## src/rtl/wb_line_arbiter.sv

```systemverilog
// -----------------------------------------------------------------------------
// wb_line_arbiter
//   Two-master to one-slave Wishbone arbiter for 128-bit line transactions.
//   Master 0 is the instruction-side line fetcher and master 1 is the
//   data-side fill/writeback. The slave port goes to one master at a time and
//   stays with that master until the slave acks or the master drops cyc.
//   Priority is round-robin: on a tie, the master that was not served last
//   wins. After reset, master 0 wins the first tie.
//
//   Optional feature macro: ARB_TIMEOUT_EN
//     When ARB_TIMEOUT_EN is defined, a 16-bit watchdog aborts any grant that
//     has not been acked within TIMEOUT_CYCLES granted cycles. The granted
//     master receives a one-cycle err pulse.
//     When the macro is undefined, no counter is built, m*_err is 0, and a
//     grant is held until the slave acks or the master aborts.
//
// Ports
//   clk, rst_n                 Wishbone clock; asynchronous active-low reset
//   m0_* / m1_* (inputs)       cyc, stb, we, adr[ADR_W], dat_m[DAT_W],
//                              sel[DAT_W/8] from each master
//   m0_* / m1_* (outputs)      dat_s[DAT_W], ack, rty, err to each master
//   s_* (outputs)              cyc, stb, we, adr, dat_m, sel to the slave
//   s_dat_s, s_ack, s_rty      read data and responses from the slave
// -----------------------------------------------------------------------------
module wb_line_arbiter #(
  parameter int ADR_W          = 16,
  parameter int DAT_W          = 128,
  parameter int TIMEOUT_CYCLES = 1023
) (
  input  logic               clk,
  input  logic               rst_n,
  input  logic               m0_cyc,
  input  logic               m0_stb,
  input  logic               m0_we,
  input  logic [ADR_W-1:0]   m0_adr,
  input  logic [DAT_W-1:0]   m0_dat_m,
  input  logic [DAT_W/8-1:0] m0_sel,
  output logic [DAT_W-1:0]   m0_dat_s,
  output logic               m0_ack,
  output logic               m0_rty,
  output logic               m0_err,
  input  logic               m1_cyc,
  input  logic               m1_stb,
  input  logic               m1_we,
  input  logic [ADR_W-1:0]   m1_adr,
  input  logic [DAT_W-1:0]   m1_dat_m,
  input  logic [DAT_W/8-1:0] m1_sel,
  output logic [DAT_W-1:0]   m1_dat_s,
  output logic               m1_ack,
  output logic               m1_rty,
  output logic               m1_err,
  output logic               s_cyc,
  output logic               s_stb,
  output logic               s_we,
  output logic [ADR_W-1:0]   s_adr,
  output logic [DAT_W-1:0]   s_dat_m,
  output logic [DAT_W/8-1:0] s_sel,
  input  logic [DAT_W-1:0]   s_dat_s,
  input  logic               s_ack,
  input  logic               s_rty
);

  localparam logic [1:0] ST_IDLE   = 2'd0;
  localparam logic [1:0] ST_GRANT0 = 2'd1;
  localparam logic [1:0] ST_GRANT1 = 2'd2;

  logic [1:0] r_state;
  logic [1:0] w_state_nxt;
  logic       r_last_grant;
  logic       w_last_grant_nxt;
  logic       w_req0;
  logic       w_req1;
  logic       w_gnt0;
  logic       w_gnt1;
  logic       w_timeout;

  assign w_req0 = m0_cyc & m0_stb;
  assign w_req1 = m1_cyc & m1_stb;
  assign w_gnt0 = (r_state == ST_GRANT0);
  assign w_gnt1 = (r_state == ST_GRANT1);

`ifdef ARB_TIMEOUT_EN
  localparam logic [15:0] WDOG_LAST = 16'(TIMEOUT_CYCLES - 1);

  logic [15:0] r_wdog;

  // The watchdog is 0 in the first granted cycle, so it holds k-1 in granted
  // cycle k. The increment at the end of granted cycle TIMEOUT_CYCLES would
  // reach the limit, so the abort fires in that cycle. An ack in the same
  // cycle takes precedence over the timeout.
  assign w_timeout = (w_gnt0 | w_gnt1) & ~s_ack & (r_wdog == WDOG_LAST);

  // Watchdog: cleared while idle (and so on entry to a grant); counts granted cycles without ack
  always_ff @(posedge clk or negedge rst_n) begin
    if (!rst_n) begin
      r_wdog <= 16'd0;
    end else if (r_state == ST_IDLE) begin
      r_wdog <= 16'd0;
    end else if (!s_ack) begin
      r_wdog <= r_wdog + 16'd1;
    end else begin
      r_wdog <= r_wdog;
    end
  end
`else
  assign w_timeout = 1'b0;
`endif

  // Next-state and round-robin pointer logic
  always_comb begin
    w_state_nxt      = r_state;
    w_last_grant_nxt = r_last_grant;
    case (r_state)
      ST_IDLE: begin
        if (w_req0 && w_req1) begin
          // Tie: serve the master that was not served last
          if (r_last_grant) begin
            w_state_nxt = ST_GRANT0;
          end else begin
            w_state_nxt = ST_GRANT1;
          end
        end else if (w_req0) begin
          w_state_nxt = ST_GRANT0;
        end else if (w_req1) begin
          w_state_nxt = ST_GRANT1;
        end else begin
          w_state_nxt = ST_IDLE;
        end
      end
      ST_GRANT0: begin
        if (s_ack || !m0_cyc || w_timeout) begin
          w_state_nxt      = ST_IDLE;
          w_last_grant_nxt = 1'b0;
        end else begin
          w_state_nxt = ST_GRANT0;
        end
      end
      ST_GRANT1: begin
        if (s_ack || !m1_cyc || w_timeout) begin
          w_state_nxt      = ST_IDLE;
          w_last_grant_nxt = 1'b1;
        end else begin
          w_state_nxt = ST_GRANT1;
        end
      end
      default: begin
        w_state_nxt      = ST_IDLE;
        w_last_grant_nxt = 1'b1;
      end
    endcase
  end

  // State and last-grant registers; reset leaves master 0 preferred
  always_ff @(posedge clk or negedge rst_n) begin
    if (!rst_n) begin
      r_state      <= ST_IDLE;
      r_last_grant <= 1'b1;
    end else begin
      r_state      <= w_state_nxt;
      r_last_grant <= w_last_grant_nxt;
    end
  end

  // Slave port mux. Because it is decoded from the async-reset state, reset
  // drops s_cyc/s_stb at once without waiting for a clock edge.
  always_comb begin
    s_cyc   = 1'b0;
    s_stb   = 1'b0;
    s_we    = 1'b0;
    s_adr   = '0;
    s_dat_m = '0;
    s_sel   = '0;
    if (w_gnt0) begin
      s_cyc   = m0_cyc & ~w_timeout;
      s_stb   = m0_stb & ~w_timeout;
      s_we    = m0_we;
      s_adr   = m0_adr;
      s_dat_m = m0_dat_m;
      s_sel   = m0_sel;
    end else if (w_gnt1) begin
      s_cyc   = m1_cyc & ~w_timeout;
      s_stb   = m1_stb & ~w_timeout;
      s_we    = m1_we;
      s_adr   = m1_adr;
      s_dat_m = m1_dat_m;
      s_sel   = m1_sel;
    end else begin
      s_cyc = 1'b0;
    end
  end

  // Master responses: the granted master sees the slave. A stalled or idle
  // requester sees rty, which tells it to hold its request stable.
  always_comb begin
    m0_ack   = w_gnt0 & s_ack;
    m0_rty   = w_gnt0 ? s_rty : w_req0;
    m0_err   = w_gnt0 & w_timeout;
    m0_dat_s = w_gnt0 ? s_dat_s : '0;
    m1_ack   = w_gnt1 & s_ack;
    m1_rty   = w_gnt1 ? s_rty : w_req1;
    m1_err   = w_gnt1 & w_timeout;
    m1_dat_s = w_gnt1 ? s_dat_s : '0;
  end

endmodule
```

## config.mk

```make
export PLATFORM = sky130hd
export DESIGN_NAME = wb_line_arbiter
export DESIGN_NICKNAME = d
export VERILOG_FILES = /design/src/rtl/wb_line_arbiter.sv
export SDC_FILE = /design/constraint.sdc
export NUM_CORES = 1
export LEC_CHECK = 0
export CAP_MARGIN = 30
export CELL_PAD_IN_SITES_DETAIL_PLACEMENT = 1
export CELL_PAD_IN_SITES_GLOBAL_PLACEMENT = 1
export CORE_AREA = 2 2 342 344
export CTS_CLUSTER_DIAMETER = 80
export CTS_CLUSTER_SIZE = 14
export DETAILED_ROUTE_END_ITERATION = 10
export DIE_AREA = 0 0 344 346
export PLACE_DENSITY_LB_ADDON = 0.1
export SLEW_MARGIN = 10
export SYNTH_ARGS = -nofsm -noshare
export SYNTH_HDL_FRONTEND = slang
export SYNTH_SLANG_ARGS = --single-unit
```

## constraint.sdc

```tcl
create_clock -name clk -period 1.7 [get_ports clk]
set_input_delay 0.51 -clock clk [delete_from_list [all_inputs] [get_ports clk]]
set_output_delay 0.51 -clock clk [all_outputs]
set_load 0.02 [all_outputs]
```

==> impl_results.md, run 1 <==
- Routability cong.: 0.762
- Global-route wire length before repair: 82700 um
- Pwr dens: 465 mW/mm^2
- Crit path to: s_dat_m[99]
- Proportion of layout cells with a drive suffix above 1: 59.1%
- R2R Path End: r_state[1]
- # rows: 125
- Filler cells: 13400
- Placed Instances: 2942
- Clk pwr share: 4.5%
- Maxcap violations: 0
- Setup-failing EPs final: 425
- H-tree depth: 1
- DRT Pass-1 Iters: 4
- Mapped Area: 0.00373 mm^2
- Combinational power share: 94.2%
- Grt ovf: 0
- YS warnings: 0
- Initial core utilization: 3.23%
- Area grow syn2layout: 394%
- CTS tree: yes
- Worst EP required: 1190 ps
- Final core occ: 15.9%
- Placed cell areas: 0.0165 mm^2
- Vias in the first global route: 8773
- HP Class: input port to async pin
- Fin Clk Skew: 1.97 ps
- Crit. Startpoint: r_state[1]
- Leak Pwr: 8.22 nW
- Reg2Reg Depth: 4
- Status: finished with violations
- Worst slew margin: 66.5%
- Reg-to-Reg Start: r_state[1]
- Fin. Hold Viols: 0
- CP max FO: 6
- Port bufs: 880
- Synthesized area per cell: 7.24 um^2
- Total Routing Usage GR: 10.2%
- Area contributors post-synth: and2_1 43%, a22o_1 38%, buf_6 4.5%, buf_2 3.8%, buf_4 2.2%
- Dpl ws: -786 ps
- Vias: 8274
- Routed len/inst: 21.9 um
- Fin cells: 3054
- Core area: 0.115 mm^2
- Synth Register Bits: 3
- Drt drc: 0
- Final WS setup: -707 ps
- Final period utilization: 142%
- Max IR drop VDD: 0.230 mV
- Crit end category: output port
- DIE HEIGHT: 346 um
- Fin nets: 1984
- Sw Pwr: 3.59 mW
- DRT antenna net count: 0
- Crit path DAT: 1900 ps
- IO Pins: 883
- Seq/Total Area, Yosys: 2.05%
- Tmin final: 2410 ps
- Synth cell types: 22
- Vias per cell: 2.71
- Maximum clock path buffer count: 2
- Post-Synthesis Cells: 515
- Post-Route WL: 66900 um
- Least-Margin Pin Slew: 489 ps
- Slew Viols, Final: 0
- Clk sink count: 3
- Switching portion of total power: 41.9%
- Pint: 4.97 mW
- Critical path class: register to output port
- Initial antenna violation count: 19
- Die area: 0.119 mm^2
- Num CTS Buffers: 3
- Reg clk slew, reported paths: 30 ps
- Post-synth top area share: 43.3%
- Cts hold-fix bufs: 0
- Design Area, Final: 0.0184 mm^2
- Chip width: 344 um
- Startpoint types: register
- Initial DRC Count: 231
- Hpwl dp: 56700 um
- Clk Latency, worst-skew pair: 230 ps
- F_max: 415 MHz
- RSZ-0062 raised after global routing: yes
- Flop-to-flop setup slack: 180 ps
- Failing checks: negative setup slack
- Sequential power share: 1.3%
- Area leader, netlist: and2_1
- Root Buffer: clkbuf_16
- Pin count of the biggest net entering global routing: 24
[power groups by stage]
stage	clock network (mW)	logic, mW	registers [mW]
2_1_floorplan	0	2.92	0.108
3_3_place_gp	0	7.10	0.112
3_5_place_dp	0	7.10	0.111
4_1_cts	0.392	7.72	0.110
5_1_grt	0.400	8.49	0.112
6_report	0.385	8.06	0.111
[per-stage QoR]
stage,hold slack [ps],TNS [ps],total power [mW]
CTS,475,-252990,8.22
detailed placement,568,-257240,7.21
global route,486,-253920,9.00
global placement,567,-251440,7.21
floorplan,214,-11250,3.03
finish,468,-225080,8.56
[registers in the layout, indices dropped and copies added (netlist names)]
| name | cells |
|---|---|
| r_last_grant | 1 |
| r_state | 2 |
[cell usage after synthesis, drive strengths merged]
master / n
clkbuf: 14
a211oi: 1
conb: 1
and2: 258
and4b: 1
a22o: 163
nand2b: 5
a2111oi: 2
nor4b: 1
nor4bb: 1
nor2: 1
dfrtp: 2
nand3b: 2
inv: 2
buf: 54
o21ai: 2
dfstp: 1
nand2: 2
nor2b: 2
[critical path: stages (launching register included)]
cell and delay [ps]:
dfrtp_1 410, nor2b_4 170, buf_12 140, buf_12 150, buf_16 150, buf_12 130, buf_8 130, a22o_4 230
buf_12 140
[how the worst min path moves through the flow]
stage / start / to / slack [ps]
after floorplan: rst_n / r_state[0] / 210
after global placement: r_last_grant / r_last_grant / 570
after detailed placement: r_last_grant / r_last_grant / 570
after CTS: rst_n / r_state[1] / 480
after global routing: rst_n / r_state[0] / 490
final: rst_n / r_state[1] / 470
[cells by family after synthesis]
| group | Yosys count | synth area share, % |
|---|---|---|
| AND/OR/NAND/NOR | 273 | 46.0 |
| AO/OA/AOI/OAI | 168 | 39.4 |
| flip-flops | 3 | 2.05 |
| other | 1 | 0.101 |
| buffers and inverters | 70 | 12.5 |
[layer usage]
metal / vias up / track usage (%) / share of wire [%]
li1: 3871 / - / -
met4: 18 / 0.630 / 0.69
met5: - / 0 / 0.17
met3: 42 / 3.75 / 9.2
met2: 471 / 19.9 / 54
met1: 3872 / 10.5 / 36
[timing repair]
item	CTS	global route
resized for setup	943	535
gates cloned	13	14
buffers inserted	38	50
setup endpoints to repair	425	425
pin swaps	31	32
[final cells by class]
cell class                 instances  area, um^2  area share (%)
tap                             1524        1910            10.4
antenna                            5        12.5          0.0680
inverter                           2        7.51          0.0408
clock buffer                       4        78.8           0.428
sequential                         3        76.3           0.415
multi-input combinational        443        4720            25.6
timing repair buffer            1073       11600            63.1
[cell usage in the layout (no fill, tap or decap), types with 9 or more instances in the layout]
cell type / instances
dlygate4sd2_1: 69
buf_2: 9
buf_4: 185
a22o_4: 103
and2_4: 240
a22o_1: 58
clkdlybuf4s15_2: 10
clkdlybuf4s50_1: 457
clkbuf_2: 36
buf_12: 89
clkbuf_16: 15
and2_1: 18
buf_6: 171
buf_8: 17
buf_16: 14
Power figures use the tool's default switching activity.
==> inputs of run 2 (changes only) <==
==> constraint.sdc (replaced) <==
create_clock -name clk -period 1.7 [get_ports clk]
set_input_delay 0.51 -clock clk [delete_from_list [all_inputs] [get_ports clk]]
set_output_delay 0.51 -clock clk [all_outputs]
set_load 0.01 [all_outputs]
==> run 2 against run 1 <==
The flow still finishes with violations (negative setup slack). Non-clock buffer count is 115 lower. First-iteration DRC count is 0.43% higher. Hold slack better by 3.3 ps. Largest cell class unchanged. Global-route usage is 0.21 points lower. Clock-buffer cell count stayed put. Setup slack worse by 170 ps. Sequential share of layout area is 0.089 points higher. Utilization is 2.8 points lower. Via count is 5.0% lower. Total power is 30% lower.
==> impl_results.md, run 2 (synthesis results as in run 1) <==
- Status: finished with violations
- Failing checks: negative setup slack
- Most crowded layer after global routing: met2
- DRT Pass-1 Iters: 4
- Leak Pwr: 6.62 nW
- Maxcap violations: 0
- Crit end category: output port
- Tmin final: 2580 ps
- Setup TNS: -269740 ps
- GR Util met1: 10.5%
- Die area: 0.119 mm^2
- Worst slew margin: 64.4%
- Post-Route WL: 64300 um
- Total Routing Usage GR: 9.94%
- Grt ovf: 0
- Critical path class: register to output port
- Top reg by flops: r_state
- Slew Viols, Final: 0
- Vias in the first global route: 8608
- Dpl ws: -903 ps
- IO Pins: 883
- GR Util met3: 3.90%
- CP max FO: 6
- Most frequent cells in the layout: 587 x clkdlybuf4s50_1, 257 x and2_1, 137 x a22o_1, 67 x clkdlybuf4s15_2, 65 x clkbuf_2
- Reg clk slew, reported paths: 30 ps
- CTS tree: yes
- Initial core utilization: 3.23%
- Worst EP required: 1190 ps
- Root Buffer: clkbuf_16
- Flop-to-flop setup slack: 150 ps
- Commonest non-fill, non-tap cell in the layout: clkdlybuf4s50_1
- Max IR drop VDD: 0.178 mV
- Reg2Reg Depth: 4
- Proportion of layout cells with a drive suffix above 1: 22.5%
- Fin Clk Skew: 1.69 ps
- Num CTS Buffers: 3
- Pwr dens: 394 mW/mm^2
- H-tree depth: 1
- Final period utilization: 152%
- Routability cong.: 0.771
- Placed Instances: 2906
- Vias per cell: 2.68
- Grt met2 use: 19.3%
- Largest registers: r_state: 2 flops, r_last_grant: 1 flops
- Least-Margin Pin Slew: 520 ps
- Maximum clock path buffer count: 2
- Max FFs per register: 2
- Cts hold-fix bufs: 0
- Core area: 0.115 mm^2
- Fin nets: 1869
- Vias: 7861
- Clk sink count: 3
- Global-route wire length before repair: 81000 um
- R2R Path End: r_state[1]
- RSZ-0062 raised after global routing: yes
- Filler cells: 13600
- Clk Latency, worst-skew pair: 230 ps
- # rows: 125
- Initial DRC Count: 232
- DIE HEIGHT: 346 um
- Setup-failing EPs final: 424
- HP Class: input port to async pin
- Pin count of the biggest net entering global routing: 38
- Final WS setup: -882 ps
- DRT antenna net count: 0
- Drt drc: 0
- Fin. Hold Viols: 0
- Worst hold slack: 471 ps
- Chip width: 344 um
- Hpwl dp: 55600 um
- Routed len/inst: 21.9 um
- Crit path DAT: 2070 ps
- Area grow syn2layout: 307%
- F_max: 387 MHz
- Startpoint types: register
- Initial antenna violation count: 14
- Reg-to-Reg Start: r_state[1]
- Fin cells: 2936
- Port bufs: 880
## run 2: area by class of cell
class	instances	area [um^2]	share of cell area (%)
flip-flops and latches	3	76.3	0.503
multi-input cells	443	3410	22.5
diodes	2	5.00	0.0330
well taps	1524	1910	12.6
repair buffers	958	9680	63.8
clock buffers	4	78.8	0.520
inverters	2	7.51	0.0495
## run 2: worst max path at each step
stage / from / cells after the start / slack, ps / end
after floorplan: r_state[0] / 5 / -40 / s_dat_m[103]
after global placement: m0_sel[3] / 3 / -910 / s_sel[3]
after detailed placement: m0_sel[3] / 3 / -900 / s_sel[3]
after CTS: r_state[0] / 7 / -940 / s_adr[10]
after global routing: r_state[0] / 7 / -980 / s_dat_m[96]
final: r_state[0] / 7 / -880 / s_dat_m[96]
## run 2: critical path: stages, from the launching register on
cell	delay, ps
dfrtp_1	400
nor2b_4	210
buf_4	190
clkbuf_16	180
buf_4	120
buf_4	110
a22o_1	260
dlygate4sd2_1	350
## run 2: per-layer routing
layer  share of wire [%]  wire length (um)  vias up
met4                0.33               212        6
met5               0.053                34        -
met1                  36             23300     3719
met3                  10              6560       30
met2                  53             34200      480
li1                    -                 -     3626
## run 2: stage by stage
| stage | total power, mW | cell area, um^2 | util, % |
|---|---|---|---|
| finish | 5.97 | 15200 | 13.1 |
| global route | 6.38 | 15200 | 13.1 |
| CTS | 6.16 | 15200 | 13.1 |
| detailed placement | 5.57 | 14700 | 12.7 |
| global placement | 5.61 | 14700 | 12.7 |
| floorplan | 1.75 | 3750 | - |
## run 2: timing repair
item / 4_1_cts / 5_1_grt
setup buffers: 5 / 14
pin swaps: 1 / 4
setup endpoints to repair: 424 / 425
gates resized for setup: 379 / 282
gates cloned: 3 / 4
## run 2: power breakdown
group | total (mW) | internal (mW) | switching [mW]
Clock | 0.377 | 0.310 | 0.0676
Sequential | 0.111 | 0.0937 | 0.0176
Combinational | 5.48 | 3.10 | 2.38
